==> config.mk <==
export PLATFORM = sky130hd
export DESIGN_NAME = spi_master_ctrl
export DESIGN_NICKNAME = d
export VERILOG_FILES = /design/src/rtl/spi_pkg.sv /design/src/rtl/spi_sclk_gen.sv /design/src/rtl/spi_master_ctrl.sv
export SDC_FILE = /design/constraint.sdc
export NUM_CORES = 1
export LEC_CHECK = 0
export BUFFER_PORTS_ARGS = -buffer_cell sky130_fd_sc_hd__buf_2
export CAP_MARGIN = 25
export CORE_MARGIN = 5
export CORE_UTILIZATION = 29
export CTS_CLUSTER_DIAMETER = 50
export DETAILED_ROUTE_END_ITERATION = 16
export PLACE_DENSITY = 0.43
export SKIP_CTS_REPAIR_TIMING = 1
export SLEW_MARGIN = 20
export SYNTH_ARGS = -nofsm -noshare
export SYNTH_HDL_FRONTEND = slang
export SYNTH_HIERARCHICAL = 1
export SYNTH_SLANG_ARGS = --single-unit
export TNS_END_PERCENT = 30
==> constraint.sdc <==
create_clock -name i_clk -period 4.76 [get_ports i_clk]
set_input_delay 0.952 -clock i_clk [delete_from_list [all_inputs] [get_ports i_clk]]
set_output_delay 0.952 -clock i_clk [all_outputs]
set_load 0.05 [all_outputs]
==> src/rtl/spi_pkg.sv <==
// Shared SPI master types: controller state encoding and the SPI mode constants.
package spi_pkg;

  typedef enum logic [1:0] {
    ST_IDLE  = 2'd0,
    ST_LEAD  = 2'd1,
    ST_XFER  = 2'd2,
    ST_TRAIL = 2'd3
  } spi_state_e;

  // Mode 0: SCLK idles low, data sampled on the leading (rising) edge.
  localparam logic SPI_CPOL = 1'b0;
  localparam logic SPI_CPHA = 1'b0;

endpackage

==> src/rtl/spi_sclk_gen.sv <==
// SCLK divider: toggles SCLK every CLK_DIV enabled cycles and flags the
// cycle before each rising/falling toggle so the controller acts on the same edge.
module spi_sclk_gen
  import spi_pkg::*;
#(
  parameter int CLK_DIV = 4
) (
  input  logic i_clk,
  input  logic i_rst,
  input  logic i_enable,
  output logic o_sclk,
  output logic o_rise_stb,
  output logic o_fall_stb
);

  localparam int DIV_W = (CLK_DIV > 1) ? $clog2(CLK_DIV) : 1;
  localparam logic [DIV_W-1:0] DIV_LAST = DIV_W'(CLK_DIV - 1);

  logic [DIV_W-1:0] r_div;
  logic             r_sclk;
  logic             w_term;

  assign w_term = i_enable && (r_div == DIV_LAST);

  // Half-period counter; SCLK parks at its idle level whenever disabled.
  always_ff @(posedge i_clk or negedge i_rst) begin
    if (!i_rst) begin
      r_div  <= '0;
      r_sclk <= SPI_CPOL;
    end else if (!i_enable) begin
      r_div  <= '0;
      r_sclk <= SPI_CPOL;
    end else if (w_term) begin
      r_div  <= '0;
      r_sclk <= ~r_sclk;
    end else begin
      r_div  <= r_div + DIV_W'(1);
    end
  end

  assign o_sclk     = r_sclk;
  assign o_rise_stb = w_term && !r_sclk;
  assign o_fall_stb = w_term && r_sclk;

endmodule

==> src/rtl/spi_master_ctrl.sv <==
// Mode-0 SPI master: one DATA_WIDTH frame per request, MSB first, with
// CLK_DIV-cycle chip-select lead and trail guard phases. All outputs registered.
module spi_master_ctrl
  import spi_pkg::*;
#(
  parameter int DATA_WIDTH = 8,
  parameter int CLK_DIV    = 4
) (
  input  logic                  i_clk,
  input  logic                  i_rst,
  input  logic [DATA_WIDTH-1:0] i_tx_data,
  input  logic                  i_tx_valid,
  output logic                  o_tx_ready,
  output logic [DATA_WIDTH-1:0] o_rx_data,
  output logic                  o_rx_valid,
  output logic                  o_busy,
  output logic                  o_sclk,
  output logic                  o_cs_n,
  output logic                  o_mosi,
  input  logic                  i_miso
);

  localparam int CNT_W = (CLK_DIV > 1) ? $clog2(CLK_DIV) : 1;
  localparam logic [CNT_W-1:0] CNT_LAST = CNT_W'(CLK_DIV - 1);
  localparam int BIT_W = $clog2(DATA_WIDTH + 1);
  localparam logic [BIT_W-1:0] BIT_LAST = BIT_W'(DATA_WIDTH);

  spi_state_e            r_state, w_state_nxt;
  logic [CNT_W-1:0]      r_cnt, w_cnt_nxt;
  logic [BIT_W-1:0]      r_bit_cnt;
  logic [DATA_WIDTH-1:0] r_tx, r_rx;
  logic [DATA_WIDTH-1:0] r_rx_data, w_rx_data_nxt;
  logic                  r_cs_n, w_cs_n_nxt;
  logic                  r_mosi, w_mosi_nxt;
  logic                  r_tx_ready, w_tx_ready_nxt;
  logic                  r_busy, w_busy_nxt;
  logic                  r_rx_valid, w_rx_valid_nxt;
  logic                  w_sclk, w_rise_stb, w_fall_stb;
  logic                  w_sample_stb, w_shift_stb;
  logic                  w_accept, w_last_bit, w_xfer_en;

  assign w_xfer_en  = (r_state == ST_XFER);
  assign w_accept   = (r_state == ST_IDLE) && r_tx_ready && i_tx_valid;
  assign w_last_bit = (r_bit_cnt == BIT_LAST);

  // With CPHA=0 the leading edge samples and the trailing edge shifts.
  assign w_sample_stb = (SPI_CPHA == 1'b0) ? w_rise_stb : w_fall_stb;
  assign w_shift_stb  = (SPI_CPHA == 1'b0) ? w_fall_stb : w_rise_stb;

  spi_sclk_gen #(
    .CLK_DIV(CLK_DIV)
  ) u_sclk_gen (
    .i_clk     (i_clk),
    .i_rst     (i_rst),
    .i_enable  (w_xfer_en),
    .o_sclk    (w_sclk),
    .o_rise_stb(w_rise_stb),
    .o_fall_stb(w_fall_stb)
  );

  // State register and registered outputs.
  always_ff @(posedge i_clk or negedge i_rst) begin
    if (!i_rst) begin
      r_state    <= ST_IDLE;
      r_cnt      <= '0;
      r_cs_n     <= 1'b1;
      r_mosi     <= 1'b1;
      r_tx_ready <= 1'b0;
      r_busy     <= 1'b0;
      r_rx_valid <= 1'b0;
      r_rx_data  <= '1;
    end else begin
      r_state    <= w_state_nxt;
      r_cnt      <= w_cnt_nxt;
      r_cs_n     <= w_cs_n_nxt;
      r_mosi     <= w_mosi_nxt;
      r_tx_ready <= w_tx_ready_nxt;
      r_busy     <= w_busy_nxt;
      r_rx_valid <= w_rx_valid_nxt;
      r_rx_data  <= w_rx_data_nxt;
    end
  end

  // Next-state and next-output decode; outputs are computed one cycle ahead.
  always_comb begin
    w_state_nxt    = r_state;
    w_cnt_nxt      = r_cnt;
    w_cs_n_nxt     = r_cs_n;
    w_mosi_nxt     = r_mosi;
    w_tx_ready_nxt = r_tx_ready;
    w_busy_nxt     = r_busy;
    w_rx_valid_nxt = 1'b0;
    w_rx_data_nxt  = r_rx_data;
    case (r_state)
      ST_IDLE: begin
        if (w_accept) begin
          w_state_nxt    = ST_LEAD;
          w_cnt_nxt      = '0;
          w_cs_n_nxt     = 1'b0;
          w_mosi_nxt     = i_tx_data[DATA_WIDTH-1];
          w_tx_ready_nxt = 1'b0;
          w_busy_nxt     = 1'b1;
        end else begin
          w_cs_n_nxt     = 1'b1;
          w_mosi_nxt     = 1'b1;
          w_tx_ready_nxt = 1'b1;
          w_busy_nxt     = 1'b0;
        end
      end
      ST_LEAD: begin
        w_mosi_nxt = r_tx[DATA_WIDTH-1];
        if (r_cnt == CNT_LAST) begin
          w_state_nxt = ST_XFER;
          w_cnt_nxt   = '0;
        end else begin
          w_cnt_nxt   = r_cnt + CNT_W'(1);
        end
      end
      ST_XFER: begin
        if (w_shift_stb) begin
          if (w_last_bit) begin
            w_state_nxt = ST_TRAIL;
            w_cnt_nxt   = '0;
          end else begin
            w_mosi_nxt  = r_tx[DATA_WIDTH-2];
          end
        end
      end
      ST_TRAIL: begin
        if (r_cnt == CNT_LAST) begin
          w_state_nxt    = ST_IDLE;
          w_cs_n_nxt     = 1'b1;
          w_mosi_nxt     = 1'b1;
          w_tx_ready_nxt = 1'b1;
          w_busy_nxt     = 1'b0;
          w_rx_valid_nxt = 1'b1;
          w_rx_data_nxt  = r_rx;
        end else begin
          w_cnt_nxt      = r_cnt + CNT_W'(1);
        end
      end
      default: begin
        w_state_nxt = ST_IDLE;
      end
    endcase
  end

  // Shift registers and bit counter; the counter stops at DATA_WIDTH.
  always_ff @(posedge i_clk or negedge i_rst) begin
    if (!i_rst) begin
      r_tx      <= '1;
      r_rx      <= '1;
      r_bit_cnt <= '0;
    end else if (w_accept) begin
      r_tx      <= i_tx_data;
      r_bit_cnt <= '0;
    end else if (w_xfer_en) begin
      if (w_sample_stb) begin
        r_rx      <= {r_rx[DATA_WIDTH-2:0], i_miso};
        r_bit_cnt <= r_bit_cnt + BIT_W'(1);
      end
      if (w_shift_stb && !w_last_bit) begin
        r_tx      <= {r_tx[DATA_WIDTH-2:0], 1'b1};
      end
    end
  end

  assign o_tx_ready = r_tx_ready;
  assign o_rx_data  = r_rx_data;
  assign o_rx_valid = r_rx_valid;
  assign o_busy     = r_busy;
  assign o_sclk     = w_sclk;
  assign o_cs_n     = r_cs_n;
  assign o_mosi     = r_mosi;

endmodule

==> results.md, run 1 <==
- PD cells: roughly 550 nW/um2
- Crit path DAT: 2.63 ns
- Net Count, Synth: 185
- Leakage Power: 1.02 nW
- Ports: 26
- GR Util All Layers: 0.0995
- Clock buffer depth: 2
- Status: complete, no violations
- Syn_area_per_cell: 11.3 um2
- Final hold viol count: 0
- HPWL after DPL: approximately 2600 um
- Die width: 90.2 um
- Crit. End Element: flop
- Min-delay worst type: flop to flop
- Min Tclk post-route: 2.40 ns
- Final Cycle Share: 0.505
- Largest net degree at the start of global routing: 41
- Clock skew: 0.00650 ns
- Fin Setup TNS: 0 ns
- Unrepaired setup endpoints after global routing: no
- ANT cells: 0
- Antenna violations before repair: 0
- Register area share after synthesis: 0.554
- Asr flop ratio synth: 1.00
- Remaining antenna violation count: 0
- CTS tree: done
- Maximum VDD drop: 0.184 mV
- Warnings from Yosys: 6
- Starting DRT DRC Count: 65
- Initial Util: 0.295
- Max-cap violations: 0
- TritonCTS Buffers: 5
- Crit-path max FO: 15
- Dpl cell area: 2060 um2
- Final setup fails: 0
- Area leader, netlist: dfstp_2
- Clk Latency, worst-skew pair: 0.29 ns
- Area Overhead vs Synth: 17.6%
- Detailed-route via count: 1290
- Synth Register Bits: 40
- Clock Pin Slew Worst Setup and Hold Paths: about 0.08 ns
- Core area: 6310 um2
- Die height: 90.2 um
- Number of global-route vias before repair: 1330
- Met1 usage: 0.124
- Top cell type's share of synthesized area: 0.366
- 1st-pass router iterations: 4
- Met3 Use GR: 0.0376
- Min Hold Slack: 0.455 ns
- DR WL/cell: roughly 14 um
- CTS root buffer: clkbuf_8
- Type of the worst setup path: flop to flop
- Rel. slew slack: 0.412
- Via density: 4.74
- Critical Path Source Type: flop
- Yosys cell types: 32
- Fmax: 0.416 GHz
- Share of cells above drive strength 1: 0.441
- Overflow after GRT: 0
- Mapped Cells: between 150 and 200
- Cell area after layout: 2190 um2
- Busiest layer in global routing: met2
- GP Congestion: 0.743
- # rows: 29
- M2 GR Usage: 0.162
- Main flop type after synthesis: dfstp_2
- Post-synthesis cell area: 1860 um2
- Worst path required time: 4.99 ns
- EDFF count, synth: 0
- # DRC: 0
- Pins Over Slew Limit: 0
- Slew @ Worst Pin: 0.882 ns
- DRT Wirelength: ~3700 um
- Die area: a little over 8000 um2
- First-pass GRT wire length: 6540 um
- CTS Sinks: 40
- IO buf count: 25
- Final net count: 214
- CTS H-Tree Depth: 2
- Top post-synthesis cells by area: dfstp_2 37%, dfrtp_1 19%, mux2_2 11%
-- cell usage in the layout, fill, tap and decap left out, types with 5 or more instances in the layout --
| cell type | instances |
|---|---|
| nor2_1 | 18 |
| nand2_1 | 20 |
| mux2_2 | 18 |
| a21oi_1 | 18 |
| dfstp_2 | 26 |
| nand3_1 | 5 |
| o21ai_0 | 5 |
| buf_2 | 25 |
| ha_1 | 8 |
| inv_1 | 6 |
| dfrtp_1 | 14 |
| clkbuf_8 | 6 |
-- flip-flops by register name, indices dropped and copies added (netlist names) --
register           flops
o_busy                 1
o_cs_n                 1
o_mosi                 1
o_rx_data              8
o_rx_valid             1
o_tx_ready             1
r_bit_cnt              4
r_cnt                  2
r_rx                   8
r_state                2
r_tx                   8
u_sclk_gen/o_sclk      1
u_sclk_gen/r_div       2
-- final cells by class --
type / instances / area (um2)
Tap cell: 77 / 96.3
Clock inverter: 2 / 38.8
Timing Repair Buffer: 26 / 133
Sequential cell: 40 / 1030
Clock buffer: 6 / 82.6
Multi-Input combinational cell: 115 / 786
Fill cell: 661 / 4120
Inverter: 6 / 22.5
-- cells by family after synthesis --
kind of cell,share of synthesized area
simple gates,0.155
buf+inv,0.0242
compound gates,0.0899
xor+xnor,0.0141
mux,0.109
fa+ha+maj,0.0537
flops,0.554
-- where the power goes --
part           switching (W)  total [W]  internal (W)  leakage (nW)
sequential         0.0000522   0.000505      0.000453         0.455
combinational       0.000249   0.000405      0.000156         0.507
clock               0.000123   0.000294      0.000171        0.0614
-- path summary, 6_finish.rpt --
kind	from	cells after the start	endpoint	slack (ns)
max in group asynchronous	i_rst	1	r_bit_cnt[0]$_DFFE_PN0P_	3.43
min reg2reg	u_sclk_gen/r_div[0]$_DFF_PN0_	1	u_sclk_gen/r_div[0]$_DFF_PN0_	0.46
min in group asynchronous	i_rst	1	r_cnt[0]$_DFFE_PN0P_	0.78
max	r_state[0]$_DFFE_PN0P_	7	r_cnt[0]$_DFFE_PN0P_	2.36
max reg2reg	r_state[0]$_DFFE_PN0P_	7	r_cnt[0]$_DFFE_PN0P_	2.36
min	u_sclk_gen/r_div[0]$_DFF_PN0_	1	u_sclk_gen/r_div[0]$_DFF_PN0_	0.46
-- through the flow --
step / power, W / setup WS (ns) / cells / utilization
global placement: 0.000907 / 2.18 / 263 / 0.327
finish: 0.00120 / 2.36 / 272 / 0.347
detailed placement: 0.000917 / 2.16 / 263 / 0.327
floorplan: 0.000822 / 2.68 / 165 / -
CTS: 0.00122 / 2.35 / 271 / 0.346
global route: 0.00129 / 2.22 / 272 / 0.347
-- Yosys cell counts (2+ instances only) --
cell,count
dfstp_2,26
nand2_1,20
a21oi_1,18
mux2_2,18
nor2_1,18
dfrtp_1,14
ha_1,8
inv_1,6
nand3_1,5
o21ai_0,5
clkbuf_1,3
and3_2,2
o22a_1,2
xor2_1,2
-- per-layer routing --
layer / part of all wire / vias to the layer above / routed length, um
li1: - / 626 / -
met1: 0.45 / 635 / 1670
met2: 0.50 / 24 / 1860
met3: 0.042 / 5 / 157
met4: 0.012 / 0 / 43
met5: 0 / - / 0
-- worst max-delay path: stages, from the launching register on --
cell and delay, ns:
dfrtp_1 0.42, inv_1 0.09, ha_1 0.45, and3_2 0.34
nor2b_4 0.05, a221o_1 0.35, or4b_1 0.53, nand4_1 0.11
(Power assumes the default switching activity.)
==> run 2: changes to the inputs <==
- clock period: 4.76 -> 2.4 ns (I/O delays scaled with it)
==> run 2 against run 1 <==
Against the previous run: final cell count up 0.74%; flip-flop and latch count unchanged; die area unchanged; non-clock buffer count up 2; worst hold slack worse by 0.37 ns; clock-buffer cell count up 1; fmax up 18%; clock skew about the same; routed wire length down 1.3%; critical path type unchanged; critical endpoint is now r_rx[4]$_DFFE_PN1P_; largest power group unchanged; highest routed layer unchanged.
==> results.md, run 2 (synthesis gave the netlist of run 1 again) <==
- Status: complete, no violations
- DRT Wirelength: 3680 um (-1.3%)
- Final hold viol count: 0 (unchanged)
- Overflow after GRT: 0 (unchanged)
- Critical path depth: 8 (+1)
- DR WL/cell: 13.4 um (-2.0%)
- CTS tree: done
- Cell Chain, Critical Path: inv_1 > ha_1 > buf_4 > nand2_1 > nor2_1 > nand2_1 > nor2_2 > mux2_2
- Via density: 4.67 (-1.6%)
- Fmax: 0.489 GHz (+18%)
- Maximum VDD drop: 0.479 mV (+160%)
- Busiest layer in global routing: met2
- Fill count: 678 (+2.6%)
- # rows: 29 (unchanged)
- Psw: 0.000824 W (+95%)
- Detailed-route via count: 1279 (-0.85%)
- Area Overhead vs Synth: 19.3%
- Reg2reg start: r_state[0]$_DFFE_PN0P_
- Die area: 8130 um2 (unchanged)
- Ports: 26 (unchanged)
- Remaining antenna violation count: 0 (unchanged)
- 1st-pass router iterations: 4 (unchanged)
- Crit-path max FO: 14 (-1)
- Largest net degree at the start of global routing: 41 (unchanged)
- Most frequent cells in the layout: 26 x dfstp_2, 25 x buf_2, 20 x nand2_1
- Crit. End Element: flop
- Fin Setup TNS: 0 ns (unchanged)
- Min-delay worst type: input pin to asynchronous set/reset pin
- Worst path most repeated cell: nand2_1
- Antenna violations before repair: 0 (unchanged)
- First-pass GRT wire length: 6310 um (-3.6%)
- Commonest non-fill, non-tap cell in the layout: dfstp_2
- Min Hold Slack: 0.0837 ns (-0.371 ns)
- IO buf count: 25 (unchanged)
- TritonCTS Buffers: 5 (unchanged)
- WP buf/inv: 2 (+1)
- Clock buffer depth: 2 (unchanged)
- FF-to-FF path depth: 8 (+1)
- Comb pwr share: 0.335 (about the same)
- Slew @ Worst Pin: 0.410 ns (-0.472 ns)
- CP endpoint: r_rx[4]$_DFFE_PN1P_
- R2r setup slk: 0.35 ns (-2.00 ns)
- Final net count: 216 (+0.93%)
- Pint: 0.00158 W (+100%)
- Clk Latency, worst-skew pair: 0.29 ns (about the same)
- CTS root buffer: clkbuf_8
- Number of global-route vias before repair: 1361 (+2.3%)
- Met3 Use GR: 0.0275 (-0.0100)
- CP Launch Point: r_state[0]$_DFFE_PN0P_
- CTS Sinks: 40 (unchanged)
- Largest stage delay, worst path: 0.41 ns (-0.12 ns)
- Switching share of power: 0.343 (-0.00943)
- Clock Pin Slew Worst Setup and Hold Paths: 0.08 ns (about the same)
- M2 GR Usage: 0.151 (-0.0104)
- Rel. slew slack: 0.727 (+0.314)
- Type of the worst setup path: flop to flop
- Final setup fails: 0 (unchanged)
- Worst path required time: 2.62 ns (-2.37 ns)
- Slowest stage cell, crit path: dfrtp_1
- Pins Over Slew Limit: 0 (unchanged)
- Leakage Power: 1.04 nW (+1.7%)
- Final Cycle Share: 0.852 (+0.347)
- Crit path DAT: 2.26 ns (-0.37 ns)
- Multi-input logic area: 786 um2 (unchanged)
- HPWL after DPL: 2680 um (+2.1%)
- Share of cells above drive strength 1: 0.447 (+0.00567)
- Initial Util: 0.295 (unchanged)
- Place WS: 0.351 ns (-1.80 ns)
- CTS H-Tree Depth: 2 (unchanged)
- Starting DRT DRC Count: 63 (-3.1%)
- ANT cells: 0 (unchanged)
- GR Util All Layers: 0.0945 (-0.00504)
- Min Tclk post-route: 2.05 ns (-0.358 ns)
- Core area: 6310 um2 (unchanged)
- Sequential share of power: 0.416 (-0.003)
- Unrepaired setup endpoints after global routing: no
- Critical Path Source Type: flop
- Die height: 90.2 um (unchanged)
- Clock network fraction of design power: 0.248 (+0.004)
- Reg area: 1030 um2 (unchanged)
- RR Endpoint: r_rx[4]$_DFFE_PN1P_
- Clock skew: 0.00683 ns (+0.000329 ns)
- Top Family by Delay on Critical Path: simple AND/OR/NAND/NOR gates
- # DRC: 0 (unchanged)
- Max-cap violations: 0 (unchanged)
- PD cells: 1080 nW/um2 (+97%)
- Die width: 90.2 um (unchanged)
- Met1 usage: 0.118 (-0.00614)
- GP Congestion: 0.799 (+7.5%)
- Setup ws final: 0.354 ns (-2.00 ns)
run 2: cell count changes in the layout (fill, tap and decap cells not counted), sizes merged:
cell    before  now
clkinv       1    0
buf         26   28
clkbuf       6    7
run 2: per-stage QoR:
step | total power (W) | instance area, um2 | utilization | std cells
CTS | 0.00244 | 2200 | 0.349 | 273
global placement | 0.00180 | 2080 | 0.329 | 265
detailed placement | 0.00183 | 2080 | 0.329 | 265
global route | 0.00257 | 2220 | 0.352 | 274
floorplan | 0.00163 | 1860 | - | 165
finish | 0.00241 | 2220 | 0.352 | 274
run 2: how the worst min path moves through the flow:
stage	start	endpoint	slack, ns	cells past startpoint
finish	i_rst	u_sclk_gen/r_div[1]$_DFF_PN0_	0.08	1
global route	i_rst	r_cnt[0]$_DFFE_PN0P_	0.10	1
CTS	i_rst	o_rx_valid$_DFF_PN0_	0.34	1
detailed placement	u_sclk_gen/r_div[0]$_DFF_PN0_	u_sclk_gen/r_div[0]$_DFF_PN0_	0.43	1
global placement	u_sclk_gen/r_div[0]$_DFF_PN0_	u_sclk_gen/r_div[0]$_DFF_PN0_	0.43	1
floorplan	i_rst	o_busy$_DFFE_PN0P_	0.18	0
run 2: layer usage:
layer,wire length [um],up-vias
li1,-,629
met1,1680,617
met2,1760,22
met3,127,11
met4,106,0
met5,0,-
run 2: power by group through the flow:
| stage | clock [W] | combinational [W] | sequential [W] |
|---|---|---|---|
| floorplan | 0 | 0.000515 | 0.00112 |
| global placement | 0 | 0.000797 | 0.00101 |
| detailed placement | 0 | 0.000813 | 0.00101 |
| CTS | 0.000617 | 0.000814 | 0.00100 |
| global route | 0.000645 | 0.000899 | 0.00103 |
| finish | 0.000598 | 0.000807 | 0.00100 |
run 2: cell type report:
class / instances / share of cell area
tap: 77 / 0.0433
inverter: 6 / 0.0101
clock inverter: 1 / 0.0135
timing repair buffer: 28 / 0.0720
multi-input combinational: 115 / 0.353
sequential: 40 / 0.465
clock buffer: 7 / 0.0433
